## src/rtl/fetch_stage.sv

```systemverilog
// rtl/fetch_stage.sv - RV32I instruction fetch stage with PC register and IF/ID pipeline register
module fetch_stage #(
  parameter logic [31:0] RESET_PC = 32'h0000_0000,
  parameter logic [31:0] NOP      = 32'h0000_0013
) (
  input  logic        clk,
  input  logic        rst,
  input  logic        en,
  input  logic        redirect,
  input  logic [31:0] redirect_pc,
  output logic [31:0] imem_addr,
  input  logic [31:0] imem_rdata,
  input  logic        imem_valid,
  output logic [31:0] pc_id,
  output logic [31:0] pc4_id,
  output logic [31:0] instr_id,
  output logic        valid_id
);

  // Fetch PC and IF/ID contents; every output comes straight from these registers.
  logic [31:0] r_pc;
  logic [31:0] r_pc_id;
  logic [31:0] r_pc4_id;
  logic [31:0] r_instr_id;
  logic        r_valid_id;

  // Sequential fall-through address; wraps modulo 2^32 by construction.
  logic [31:0] w_pc_plus4;
  // Redirect target with the low bits cleared so the PC can never go misaligned.
  logic [31:0] w_redirect_aligned;

  assign w_pc_plus4         = r_pc + 32'd4;
  assign w_redirect_aligned = {redirect_pc[31:2], 2'b00};

  // PC and IF/ID update: reset, then redirect, then stall, then memory wait, then advance.
  always_ff @(posedge clk) begin
    if (rst) begin
      r_pc       <= RESET_PC;
      r_pc_id    <= 32'h0000_0000;
      r_pc4_id   <= 32'h0000_0000;
      r_instr_id <= NOP;
      r_valid_id <= 1'b0;
    end else if (redirect) begin
      // Wrong-path fetch is dropped even if the pipeline is stalled.
      r_pc       <= w_redirect_aligned;
      r_instr_id <= NOP;
      r_valid_id <= 1'b0;
    end else if (!en) begin
      // Load-use stall: re-present the ID instruction unchanged, no bubble.
      r_pc       <= r_pc;
      r_pc_id    <= r_pc_id;
      r_pc4_id   <= r_pc4_id;
      r_instr_id <= r_instr_id;
      r_valid_id <= r_valid_id;
    end else if (!imem_valid) begin
      // Memory wait: keep fetching the same PC and feed a bubble downstream.
      r_pc       <= r_pc;
      r_instr_id <= NOP;
      r_valid_id <= 1'b0;
    end else begin
      r_pc       <= w_pc_plus4;
      r_pc_id    <= r_pc;
      r_pc4_id   <= w_pc_plus4;
      r_instr_id <= imem_rdata;
      r_valid_id <= 1'b1;
    end
  end

  assign imem_addr = r_pc;
  assign pc_id     = r_pc_id;
  assign pc4_id    = r_pc4_id;
  assign instr_id  = r_instr_id;
  assign valid_id  = r_valid_id;

endmodule

```

## config.mk

```make
export PLATFORM = sky130hd
export DESIGN_NAME = fetch_stage
export DESIGN_NICKNAME = d
export VERILOG_FILES = /design/src/rtl/fetch_stage.sv
export SDC_FILE = /design/constraint.sdc
export NUM_CORES = 1
export LEC_CHECK = 0
export CAP_MARGIN = 20
export CORE_MARGIN = 3
export CORE_UTILIZATION = 45
export DETAILED_ROUTE_END_ITERATION = 7
export HOLD_SLACK_MARGIN = 0.1
export PLACE_DENSITY = 0.8
export SLEW_MARGIN = 20
export SYNTH_ARGS = -nofsm -noshare
export SYNTH_HDL_FRONTEND = slang
export SYNTH_SLANG_ARGS = --single-unit
```

## constraint.sdc

```tcl
create_clock -name clk -period 2.81 [get_ports clk]
set_clock_uncertainty 0.05 [all_clocks]
set_input_delay 0.281 -clock clk [delete_from_list [all_inputs] [get_ports clk]]
set_output_delay 0.281 -clock clk [all_outputs]
set_load 0.02 [all_outputs]
```

==> flow_metrics.py <==
metrics = {
    "global_routing": {
        "grt_use_total_pct": 25.4,
        "grt_max_degree": 92,
        "grt_overflow": 0,
        "antenna_found_initial": 0,
        "grt_pass1_wl_um": 29100,
        "grt_pass1_vias": 5734,
    },
    "logic_synthesis": {
        "synthArstFlopShare_pct": 0,
        "synth_top_area_cell": "dfxtp_1",
        "yosys_warnings": 0,
        "synth_top_cell_area_share_pct": 43.9,
        "synth_area_leaders": "dfxtp_1 44%, nand2_1 6.0%, nor2_1 5.8%",
        "synth.avg_cell_area_sq_um": 8.02,
        "synth_area_sq_um": 5600,
        "synth_seq_cells": 123,
        "synth_top_flop_cell": "dfxtp_1",
        "ys_types": 45,
        "synth-edff-count": 0,
        "syn_inst": 699,
        "synth-seq-area-share_pct": 43.9,
    },
    "sta": {
        "slew_viol_final": 0,
        "fmax_mhz": 399,
        "hold_viol": 0,
        "finalSetupTns_ns": 0,
        "finalCriticalPeriod_ns": 2.51,
        "setup_viol": 0,
        "worst-slew-pin-transition_ns": 0.958,
        "slew_headroom_pct": 36.1,
        "grt_setup_unrepaired": "no",
        "finalCritPeriodShare_pct": 89.2,
    },
    "place": {
        "port_buffers": 189,
        "place_congestion": 0.902,
        "hpwl_um": 12300,
        "dp.cells": 1025,
    },
    "pwr": {
        "vdd_drop_max_v": 0.000346,
        "combPwrFrac_pct": 12.8,
        "p_total_mw": 4.90,
        "p_int_mw": 3.74,
        "pwr-share-clk_pct": 48.6,
        "power_frac_seq_pct": 38.6,
        "switching_share_pct": 23.6,
        "pwr_density_cell_nw_per_um2": 588,
        "leakage_nw": 2.83,
        "switchingPower_mw": 1.15,
    },
    "clock_network": {
        "cts.repair.resized": 0,
        "hold_buffers": 0,
        "clk_pin_slew_ns": 0.05,
        "cts_tree": "done",
        "clock_tree.root_cell": "clkbuf_16",
        "clock_sinks": 123,
        "clock_latency_ns": 0.41,
        "cts_inserted_buffers": 17,
        "htreeDepth": 4,
        "post_cts_buffers": 0,
        "cts_buffer_depth": 2,
    },
    "floorplan": {
        "start_util_pct": 46.3,
        "row_count": 40,
        "ios": 198,
        "die_w_um": 118,
        "core_area_sq_um": 12100,
        "dieArea_sq_um": 13800,
        "chipHeight_um": 118,
    },
    "finish": {
        "area_growth_pct": 48.6,
        "mostFrequentLayoutCell": "clkdlybuf4s50_1",
        "finish.utilization_pct": 68.7,
        "nets": 946,
        "multi_input_comb_area_sq_um": 2830,
        "antenna_cells": 0,
        "regArea_sq_um": 2460,
        "fillerInstances": 999,
        "final_cell_mix": "188 x clkdlybuf4s50_1, 123 x dfxtp_1, 90 x nand2_1, 86 x nor2_1, 64 x a21oi_1",
        "instances_no_fill": 1055,
        "drive_gt1_share_pct": 7.78,
    },
    "worst_setup_path": {
        "required_ns": 3.07,
        "cp.arrival_ns": 2.76,
        "critPathCaptureType": "register",
        "reg2reg_slack_ns": 0.30,
        "cp_max_fo": 10,
        "crit_path_start_kind": "register",
        "crit_type": "reg -> reg",
    },
    "status": {
        "status": "finished clean",
    },
    "detailed_routing": {
        "wl_per_cell_um": 17.0,
        "viasPerCell": 5.62,
        "drt_iter0_drc": 441,
        "dr.pass1.iters": 7,
        "vias": 5926,
        "antenna_left": 0,
        "route.detailed.drc": 0,
        "drt-total-wl_um": 18000,
    },
    "flow_run": {
        "drv_cap": 0,
    },
    "min_path": {
        "hold_path_class": "in -> reg",
    },
}
stage by stage:
stage / hold slack (ns) / setup WS (ns) / instance area (sq um)
floorplan: 0.370 / 0.516 / 5620
detailed placement: 0.397 / 0.335 / 7680
global placement: 0.392 / 0.398 / 7680
CTS: 0.333 / 0.334 / 8320
finish: 0.344 / 0.304 / 8320
global route: 0.367 / 0.195 / 8320
synth_stat cells (6+ instances only):
cell       instances
o21ai_0           13
nor3_1            15
dfxtp_1          123
xnor2_1           15
nor2_1            86
or3_1             11
or4_1              8
buf_1             11
nand2_1           90
nand3_1           12
buf_2              6
and3_1             6
xor2_1             6
a311oi_1          24
a211oi_1          29
and4_1            12
clkbuf_1          42
a2111oi_0         10
nand4_1           12
buf_4              8
a21oi_1           64
nor2b_1           33
inv_1             11
nor4_1            18
sequential cells by signal, indices dropped and copies added, names as in the netlist:
register	flops
instr_id	32
imem_addr	30
pc4_id	30
pc_id	30
valid_id	1
final cells by class:
type / count / share of cell area (%)
inverters: 11 / 0.496
flip-flops and latches: 123 / 29.6
multi-input cells: 502 / 34.0
well taps: 168 / 2.53
clock inverters: 8 / 1.98
clock buffers: 22 / 5.70
repair buffers: 221 / 25.7
routing by layer:
layer / up-vias / routed length (um) / GRT usage [%]
li1: 2830 / - / -
met1: 2792 / 7340 / 29.9
met2: 261 / 8460 / 41.5
met3: 43 / 1710 / 9.90
met4: 0 / 432 / 10.7
met5: - / 0 / 0
final timing paths:
| path | end | start | cells past startpoint |
|---|---|---|---|
| worst min-delay path | imem_addr[31] | rst | 5 |
| worst max register to register | pc4_id[31] | imem_addr[2] | 4 |
| worst max-delay path | pc4_id[31] | imem_addr[2] | 4 |
| worst min register to register | pc_id[11] | pc_id[11] | 2 |
critical path: stages (launching register included):
cell and delay (ns):
dfxtp_1 0.49, nand4_4 0.22, or4_1 0.77, or4_1 0.56
a311oi_1 0.29
cell families (layout without fill, tap and decap cells):
logic type               after synthesis  count (layout)  synth area share [%]
buffers and inverters                 79             262                  5.98
XOR/XNOR                              21              21                  3.28
flip-flops                           123             123                  43.9
other                                  1               6                0.0669
adder cells (fa/ha/maj)                1               1                 0.223
AND/OR/NAND/NOR                      317             317                  28.1
AO/OA/AOI/OAI                        157             157                  18.4
power groups by stage:
stage	registers [mW]	clock network (mW)	logic [mW]
floorplan	1.99	0	0.238
global placement	1.92	0	0.608
detailed placement	1.92	0	0.620
CTS	1.89	2.41	0.624
global route	1.90	2.49	0.670
finish	1.89	2.38	0.625
Note: power is estimated with default switching activity, not from simulation.
